File: src/rtl/alien_pkg.sv
// -----------------------------------------------------------------------------
// alien_pkg
// Shared types and geometry helpers for the alien formation controller and
// for the renderer / collision logic that index the same alive bitmap.
//   formation_state_t : formation controller FSM states
//   direction_t       : horizontal march direction
//   DEF_NUM_ROWS/COLS : default grid geometry
//   ROW_W / COL_W     : row / column index widths for the default grid
//   idx_w()           : index width for a count of n, never narrower than 1 bit
// -----------------------------------------------------------------------------
package alien_pkg;

    typedef enum logic [2:0] {
        IDLE    = 3'd0,
        MARCH   = 3'd1,
        DESCEND = 3'd2,
        CLEARED = 3'd3,
        LANDED  = 3'd4
    } formation_state_t;

    typedef enum logic {
        DIR_RIGHT = 1'b0,
        DIR_LEFT  = 1'b1
    } direction_t;

    // $clog2 of a 1-entry dimension is 0, which cannot size a port.
    function automatic int idx_w(input int n);
        return (n > 1) ? $clog2(n) : 1;
    endfunction

    localparam int DEF_NUM_ROWS = 3;
    localparam int DEF_NUM_COLS = 5;
    localparam int ROW_W        = idx_w(DEF_NUM_ROWS);
    localparam int COL_W        = idx_w(DEF_NUM_COLS);

endpackage

File: src/rtl/alien_column_scan.sv
// -----------------------------------------------------------------------------
// alien_column_scan
// Purely combinational summary of an alive bitmap (bit row*NUM_COLS+col).
//   alive       in  : alive bitmap, row 0 = top
//   seed_col    in  : preferred column for shooter selection (any value)
//   left_col    out : leftmost column with a live alien (0 if none)
//   right_col   out : rightmost column with a live alien (0 if none)
//   bottom_row  out : lowest row with a live alien (0 if none)
//   alive_count out : number of live aliens
//   armed       out : per column, only the lowest live alien
//   pick_valid  out : some column holds an armed alien
//   pick_row    out : row of the armed alien in the picked column
//   pick_col    out : first armed column at or after seed, wrapping
// -----------------------------------------------------------------------------
module alien_column_scan
    import alien_pkg::*;
#(
    parameter  int NUM_ROWS = DEF_NUM_ROWS,
    parameter  int NUM_COLS = DEF_NUM_COLS,
    localparam int R_W      = idx_w(NUM_ROWS),
    localparam int C_W      = idx_w(NUM_COLS),
    localparam int CNT_W    = $clog2(NUM_ROWS * NUM_COLS + 1)
) (
    input  logic [NUM_ROWS*NUM_COLS-1:0] alive,
    input  logic [C_W-1:0]               seed_col,
    output logic [C_W-1:0]               left_col,
    output logic [C_W-1:0]               right_col,
    output logic [R_W-1:0]               bottom_row,
    output logic [CNT_W-1:0]             alive_count,
    output logic [NUM_ROWS*NUM_COLS-1:0] armed,
    output logic                         pick_valid,
    output logic [R_W-1:0]               pick_row,
    output logic [C_W-1:0]               pick_col
);

    logic [NUM_COLS-1:0]   col_any;
    logic [NUM_ROWS-1:0]   row_any;
    logic [R_W-1:0]        col_low [NUM_COLS];
    logic [2*NUM_COLS-1:0] rot;
    logic [C_W-1:0]        seed_mod;
    int                    pick_sum;

    always_comb begin : col_scan
        armed       = '0;
        col_any     = '0;
        row_any     = '0;
        alive_count = '0;
        left_col    = '0;
        right_col   = '0;
        bottom_row  = '0;
        for (int c = 0; c < NUM_COLS; c++) begin
            col_low[c] = '0;
            // Walk bottom-up: the first live alien seen is the armed one,
            // col_any doubles as the "something live below" flag.
            for (int r = NUM_ROWS - 1; r >= 0; r--) begin
                if (alive[r*NUM_COLS+c] && !col_any[c]) begin
                    armed[r*NUM_COLS+c] = 1'b1;
                    col_low[c]          = R_W'(r);
                end
                col_any[c] = col_any[c] | alive[r*NUM_COLS+c];
            end
        end
        for (int r = 0; r < NUM_ROWS; r++) begin
            for (int c = 0; c < NUM_COLS; c++) begin
                row_any[r]  = row_any[r] | alive[r*NUM_COLS+c];
                alive_count = alive_count + CNT_W'(alive[r*NUM_COLS+c]);
            end
        end
        for (int r = 0; r < NUM_ROWS; r++) begin
            if (row_any[r]) bottom_row = R_W'(r);
        end
        for (int c = NUM_COLS - 1; c >= 0; c--) begin
            if (col_any[c]) left_col = C_W'(c);
        end
        for (int c = 0; c < NUM_COLS; c++) begin
            if (col_any[c]) right_col = C_W'(c);
        end
    end

    always_comb begin : shooter_pick
        // seed_col < 2*NUM_COLS always holds for a clog2-sized field, so a
        // single conditional subtract is a full modulo.
        seed_mod   = (32'(seed_col) >= 32'(NUM_COLS)) ? seed_col - C_W'(NUM_COLS) : seed_col;
        rot        = {col_any, col_any} >> seed_mod;
        pick_valid = 1'b0;
        pick_col   = '0;
        pick_row   = '0;
        pick_sum   = 0;
        // Descending so the smallest offset from the seed wins.
        for (int k = NUM_COLS - 1; k >= 0; k--) begin
            if (rot[k]) begin
                pick_valid = 1'b1;
                pick_sum   = int'(seed_mod) + k;
                if (pick_sum >= NUM_COLS) pick_sum = pick_sum - NUM_COLS;
                pick_col   = C_W'(pick_sum);
            end
        end
        for (int c = 0; c < NUM_COLS; c++) begin
            if (pick_col == C_W'(c)) pick_row = col_low[c];
        end
    end

endmodule

File: src/rtl/alien_formation_ctrl.sv
// -----------------------------------------------------------------------------
// alien_formation_ctrl
// Holds the alien grid as an origin plus alive bitmap, marches it on a step
// timer, descends/reverses at the screen edges, resolves hits and picks
// shooters.
//   clk, rst_n        : clock, asynchronous active-low reset
//   tick              : frame enable; counts toward the next move
//   start             : reload a full formation and march (highest priority)
//   hit_valid/row/col : hit report from the collision unit
//   hit_ack           : pulse, the reported hit killed a live alien
//   fire_req/seed_col : shooter request, preferred starting column
//   shooter_valid/row/col : pulse with the chosen armed alien
//   origin_x/y        : formation origin; alien = origin + (col*SX, row*SY)
//   alive_matrix      : [row][col] alive bits, bit row*NUM_COLS+col
//   armed_matrix      : lowest live alien per column
//   step_pulse        : high in the cycle the origin takes its new value
//   cleared / landed  : level flags for the game FSM
//
// Request/response handshakes: hit_valid and fire_req are single-cycle
// requests with no ready; each is sampled on the clock edge and answered by a
// one-cycle pulse (hit_ack / shooter_valid) in the following cycle, or by no
// pulse at all when the request is rejected. Requesters never wait.
// -----------------------------------------------------------------------------
module alien_formation_ctrl
    import alien_pkg::*;
#(
    parameter  int NUM_ROWS     = DEF_NUM_ROWS,
    parameter  int NUM_COLS     = DEF_NUM_COLS,
    parameter  int POS_W        = 16,
    parameter  int SPACING_X    = 64,
    parameter  int SPACING_Y    = 32,
    parameter  int START_X      = 100,
    parameter  int START_Y      = 50,
    parameter  int ALIEN_W      = 32,
    parameter  int ALIEN_H      = 16,
    parameter  int SCREEN_W     = 640,
    parameter  int LAND_Y       = 400,
    parameter  int STEP_X       = 8,
    parameter  int STEP_Y       = 16,
    parameter  int MIN_PERIOD   = 2,
    parameter  int PERIOD_SCALE = 4,
    localparam int R_W          = idx_w(NUM_ROWS),
    localparam int C_W          = idx_w(NUM_COLS),
    localparam int NUM_ALIENS   = NUM_ROWS * NUM_COLS
) (
    input  logic                  clk,
    input  logic                  rst_n,
    input  logic                  tick,
    input  logic                  start,
    input  logic                  hit_valid,
    input  logic [R_W-1:0]        hit_row,
    input  logic [C_W-1:0]        hit_col,
    output logic                  hit_ack,
    input  logic                  fire_req,
    input  logic [C_W-1:0]        fire_seed_col,
    output logic                  shooter_valid,
    output logic [R_W-1:0]        shooter_row,
    output logic [C_W-1:0]        shooter_col,
    output logic [POS_W-1:0]      origin_x,
    output logic [POS_W-1:0]      origin_y,
    output logic [NUM_ALIENS-1:0] alive_matrix,
    output logic [NUM_ALIENS-1:0] armed_matrix,
    output logic                  step_pulse,
    output logic                  cleared,
    output logic                  landed
);

    localparam int CNT_W      = $clog2(NUM_ALIENS + 1);
    localparam int MAX_PERIOD = MIN_PERIOD + (NUM_ALIENS - 1) * PERIOD_SCALE;
    localparam int STEP_CNT_W = $clog2(MAX_PERIOD + 1);

    formation_state_t        state;
    formation_state_t        state_next;
    direction_t              dir;
    logic [STEP_CNT_W-1:0]   step_cnt;

    logic [C_W-1:0]          left_col;
    logic [C_W-1:0]          right_col;
    logic [R_W-1:0]          bottom_row;
    logic [CNT_W-1:0]        alive_count;
    logic                    pick_valid;
    logic [R_W-1:0]          pick_row;
    logic [C_W-1:0]          pick_col;

    logic                    active;
    logic [31:0]             period;
    logic                    cnt_done;
    logic [31:0]             right_extent;
    logic [31:0]             left_extent;
    logic                    at_edge;
    logic                    move;
    logic                    descend;
    logic [POS_W-1:0]        next_y;
    logic                    lands;
    logic [NUM_ALIENS-1:0]   hit_sel;
    logic                    hit_kill;
    logic                    last_kill;
    logic                    fire_hit;

    alien_column_scan #(
        .NUM_ROWS (NUM_ROWS),
        .NUM_COLS (NUM_COLS)
    ) u_scan (
        .alive       (alive_matrix),
        .seed_col    (fire_seed_col),
        .left_col    (left_col),
        .right_col   (right_col),
        .bottom_row  (bottom_row),
        .alive_count (alive_count),
        .armed       (armed_matrix),
        .pick_valid  (pick_valid),
        .pick_row    (pick_row),
        .pick_col    (pick_col)
    );

    // Move, edge and hit decode. Everything reads the registered bitmap, so a
    // hit landing in the same cycle as a move does not affect that move.
    always_comb begin
        // alive_count is never 0 while active, so the wrap in IDLE/CLEARED
        // is harmless.
        period       = 32'(MIN_PERIOD) + (32'(alive_count) - 32'd1) * 32'(PERIOD_SCALE);
        // >= so a period that just shrank below the counter fires at once.
        cnt_done     = (32'(step_cnt) + 32'd1) >= period;
        right_extent = 32'(origin_x) + 32'(right_col) * 32'(SPACING_X)
                     + 32'(ALIEN_W) + 32'(STEP_X);
        left_extent  = 32'(origin_x) + 32'(left_col) * 32'(SPACING_X);
        at_edge      = (dir == DIR_RIGHT) ? (right_extent > 32'(SCREEN_W))
                                          : (left_extent < 32'(STEP_X));
        move         = active && tick && cnt_done && !start;
        descend      = move && at_edge;
        next_y       = descend ? origin_y + POS_W'(STEP_Y) : origin_y;
        lands        = move && ((32'(next_y) + 32'(bottom_row) * 32'(SPACING_Y)
                                 + 32'(ALIEN_H)) >= 32'(LAND_Y));
        // Out-of-range coordinates select nothing and so are ignored.
        hit_sel      = '0;
        for (int r = 0; r < NUM_ROWS; r++) begin
            for (int c = 0; c < NUM_COLS; c++) begin
                hit_sel[r*NUM_COLS+c] = (hit_row == R_W'(r)) && (hit_col == C_W'(c));
            end
        end
        hit_kill     = active && hit_valid && !start && (|(hit_sel & alive_matrix));
        last_kill    = hit_kill && (alive_count == CNT_W'(1));
        fire_hit     = active && fire_req && pick_valid;
    end

    // FSM: state register
    always_ff @(posedge clk or negedge rst_n) begin
        if (!rst_n) state <= IDLE;
        else        state <= state_next;
    end

    // FSM: next state. Clearing beats landing when both happen together.
    always_comb begin
        state_next = state;
        if (start)                 state_next = MARCH;
        else if (last_kill)        state_next = CLEARED;
        else if (lands)            state_next = LANDED;
        else if (descend)          state_next = DESCEND;
        else if (state == DESCEND) state_next = MARCH;
    end

    // FSM: outputs
    always_comb begin
        active  = (state == MARCH) || (state == DESCEND);
        cleared = (state == CLEARED);
        landed  = (state == LANDED);
    end

    // Formation datapath
    always_ff @(posedge clk or negedge rst_n) begin
        if (!rst_n) begin
            origin_x      <= POS_W'(START_X);
            origin_y      <= POS_W'(START_Y);
            dir           <= DIR_RIGHT;
            step_cnt      <= '0;
            alive_matrix  <= '0;
            hit_ack       <= 1'b0;
            step_pulse    <= 1'b0;
            shooter_valid <= 1'b0;
            shooter_row   <= '0;
            shooter_col   <= '0;
        end else begin
            hit_ack       <= hit_kill;
            step_pulse    <= move;
            shooter_valid <= fire_hit;
            if (fire_hit) begin
                shooter_row <= pick_row;
                shooter_col <= pick_col;
            end
            if (start) begin
                origin_x     <= POS_W'(START_X);
                origin_y     <= POS_W'(START_Y);
                dir          <= DIR_RIGHT;
                step_cnt     <= '0;
                alive_matrix <= '1;
            end else begin
                if (hit_kill) alive_matrix <= alive_matrix & ~hit_sel;
                if (active && tick) step_cnt <= cnt_done ? '0 : step_cnt + 1'b1;
                if (move) begin
                    if (descend) begin
                        origin_y <= next_y;
                        dir      <= (dir == DIR_RIGHT) ? DIR_LEFT : DIR_RIGHT;
                    end else if (dir == DIR_RIGHT) begin
                        origin_x <= origin_x + POS_W'(STEP_X);
                    end else begin
                        origin_x <= origin_x - POS_W'(STEP_X);
                    end
                end
            end
        end
    end

endmodule

File: config.mk
export PLATFORM = sky130hd
export DESIGN_NAME = alien_formation_ctrl
export DESIGN_NICKNAME = d
export VERILOG_FILES = /design/src/rtl/alien_pkg.sv /design/src/rtl/alien_column_scan.sv /design/src/rtl/alien_formation_ctrl.sv
export SDC_FILE = /design/constraint.sdc
export NUM_CORES = 1
export LEC_CHECK = 0
export CAP_MARGIN = 10
export CORE_ASPECT_RATIO = 2
export CORE_UTILIZATION = 45
export CTS_CLUSTER_SIZE = 14
export DETAILED_ROUTE_END_ITERATION = 8
export PLACE_DENSITY = 0.71
export SLEW_MARGIN = 20
export SYNTH_ARGS = -nofsm -noshare
export SYNTH_HDL_FRONTEND = slang
export SYNTH_SLANG_ARGS = --single-unit
export TNS_END_PERCENT = 30
File: constraint.sdc
create_clock -name clk -period 10 [get_ports clk]
set_clock_uncertainty 0.2 [all_clocks]
set_input_delay 2 -clock clk [delete_from_list [all_inputs] [get_ports clk]]
set_output_delay 2 -clock clk [all_outputs]
set_load 0.01 [all_outputs]
==> run metrics <==
antenna-violating nets left=0; die width=between 80 and 90 um; number of global-route vias before repair=5,486; Pwr Density=113 mW/mm^2; crit end category=flop; Max IR drop VDD=0.0859 mV; FF-to-FF Start=alive_matrix[0]; average wire per standard cell=18.1 um; Layout fillers=1,118; slowest stage delay, CP=0.74 ns; Residual DRC=0; DRT Pass-1 Iters=5; H-Tree Depth=3; worst slack, placed=2.13 ns; achievable frequency=0.127 GHz; initial DRC count=240; Worst Setup Slack, final=2.13 ns; Post-CTS Hold Buffers=0; most common cell after layout, fill and taps aside=clkdlybuf4s50_1; CTS Root Cell=clkbuf_16; Core Util, Final=55.7%; required time of the worst setup path=10.02 ns; sum of negative setup slack=0 ns; cell count after synthesis=slightly below 700; GP Congestion=0.971; Worst Hold Class=flop to flop; Crit path max-delay family=adder cells; post-CTS sizing=0; area of the die=0.0130 sq mm; diode count=0; Final Power=768 uW; Top Ports=86; most frequent cells in the layout=clkdlybuf4s50_1 (79), nand2_1 (76), dfrtp_1 (54); r2r endpoint=state[2]; via count=5,518; clock tree sinks=60; # Post-CTS Setup Buffers=0; Worst Tran Pin Value=approximately 1.0 ns; global-route total usage across every layer=between 20% and 30%; Period minus WS final=7.87 ns; Setup crit start kind=flop; CTS buffer count=9; largest net degree at the start of global routing=61; initial antenna violation count=0; critical path arrival=7.89 ns; CP Class=flop to flop; synth unique cells=76; Seq/Total Area, Yosys=between 20% and 30%; Critical Path Fanout Max=15; Crit-path slowest cell=a21oi_1; Worst-Skew Late Latency=about 0.33 ns; WP buf/inv=3; Die H=160 um; Slew Limit Fails=0; Synth Register Bits=60; Clock Tree Buf Depth=2; first-pass GRT wire length=26.3 mm; fin crit share=around four fifths; Avg Cell Area, Syn=about 8.2 sq um; hold endpoint=shooter_col[2]; Worst-path clk slew=0.06 ns; mapped cell area=0.00564 sq mm; Worst path most repeated cell=fa_1; RSZ-0062 raised after global routing=false; Main synth FF type=dfrtp_1; P_leak=0.00298 uW; hold path start=shooter_col[2]; DR vias/cell=a little over 6; CORE AREA=0.0122 sq mm; dpl hpwl=12.4 mm; CTS tree=yes; Final Net Count=822; Post-synth EDFFs=0; worst rel slew slack=32.5%; FF-to-FF path depth=28; Yosys warning total=0; Remaining Overflow, GRT=0; status=finished, final reports clean; Setup violations, final=0; Site Rows=57; Buffers on Ports=80; Max Cap Viol=0; layout cell share with drive strength beyond 1=6.22%; WL final=16.3 mm; final hold vios=0; area grow syn2layout=20.3%; FFs w/ async S/R, synth=100%; R2R setup slack=approximately 2.1 ns; hold depth=1; Initial Utilization=between 40% and 50%; final hold slack=0.306 ns
logic make-up (layout without fill, tap and decap cells):
| family | Yosys count | after routing | synth area share [%] |
|---|---|---|---|
| xor+xnor | 33 | 33 | 5.12 |
| mux | 15 | 15 | 2.93 |
| other cells | 1 | 5 | 0.0665 |
| simple gates | 260 | 260 | 23.4 |
| buf+inv | 79 | 145 | 6.17 |
| flops | 60 | 60 | 26.7 |
| fa+ha+maj | 57 | 57 | 14.1 |
| compound gates | 181 | 181 | 21.5 |
synthesized netlist by cell type (8+ instances only):
library cell / instances / area share [%]
nand2_1: 76 / 5.1
dfrtp_1: 54 / 24
o21ai_0: 52 / 4.6
nor2_1: 47 / 3.1
ha_1: 46 / 10
inv_1: 43 / 2.9
a21oi_1: 31 / 2.8
nand3_1: 27 / 2.4
xnor2_1: 26 / 4.0
clkbuf_1: 18 / 1.2
and3_1: 16 / 1.8
nor3_1: 16 / 1.4
mux2i_1: 12 / 2.1
nand4_1: 12 / 1.3
fa_1: 11 / 3.9
nand2b_1: 11 / 1.2
or3_1: 11 / 1.2
a31oi_1: 10 / 1.1
buf_4: 10 / 1.3
o31ai_1: 10 / 1.3
o211ai_1: 9 / 1.2
a21o_1: 8 / 1.1
o21a_1: 8 / 1.1
sequential cells by signal, summed over array words and instances, names as in the netlist:
name	cells
origin_x	14
dir	1
step_cnt	6
alive_matrix	15
state	3
shooter_valid	1
step_pulse	1
shooter_col	3
shooter_row	2
hit_ack	1
origin_y	13
how the worst max path moves through the flow:
stage                               start       end  slack [ns]  depth (start not counted)
final                     alive_matrix[0]  state[2]        2.13                         28
after global routing      alive_matrix[0]  state[0]        1.69                         28
after CTS                 alive_matrix[0]  state[2]        2.12                         28
after detailed placement  alive_matrix[0]  state[2]        2.13                         28
after global placement    alive_matrix[0]  state[2]        2.52                         27
after floorplan           alive_matrix[0]  state[2]        2.96                         28
final cells by class:
cell class                 count  area, sq um  area share (%)
inverter                      46          175            2.58
sequential                    60         1510            22.2
timing repair buffer          83          818            12.1
clock inverter                 6         63.8           0.940
multi-input combinational    551         3800            56.0
tap                          147          184            2.71
clock buffer                  10          239            3.52
power by group:
part | switching, uW | internal (uW) | total (uW) | leakage, uW
registers | 15.9 | 254 | 270 | 0.000717
logic | 100 | 80.2 | 181 | 0.00212
clock network | 119 | 199 | 318 | 0.000144
total | 235 | 533 | 768 | 0.00298
stage by stage:
stage,cells,area [sq um]
finish,903,6790
global route,903,6790
CTS,903,6790
detailed placement,887,6490
global placement,887,6490
floorplan,690,5660
per-layer routing:
layer / wire, um / GRT usage (%)
met5: 0 / 0
met4: 852 / 15.3
met3: 789 / 4.26
met2: 8790 / 48.3
met1: 5870 / 26.9
(Power assumes the default switching activity.)
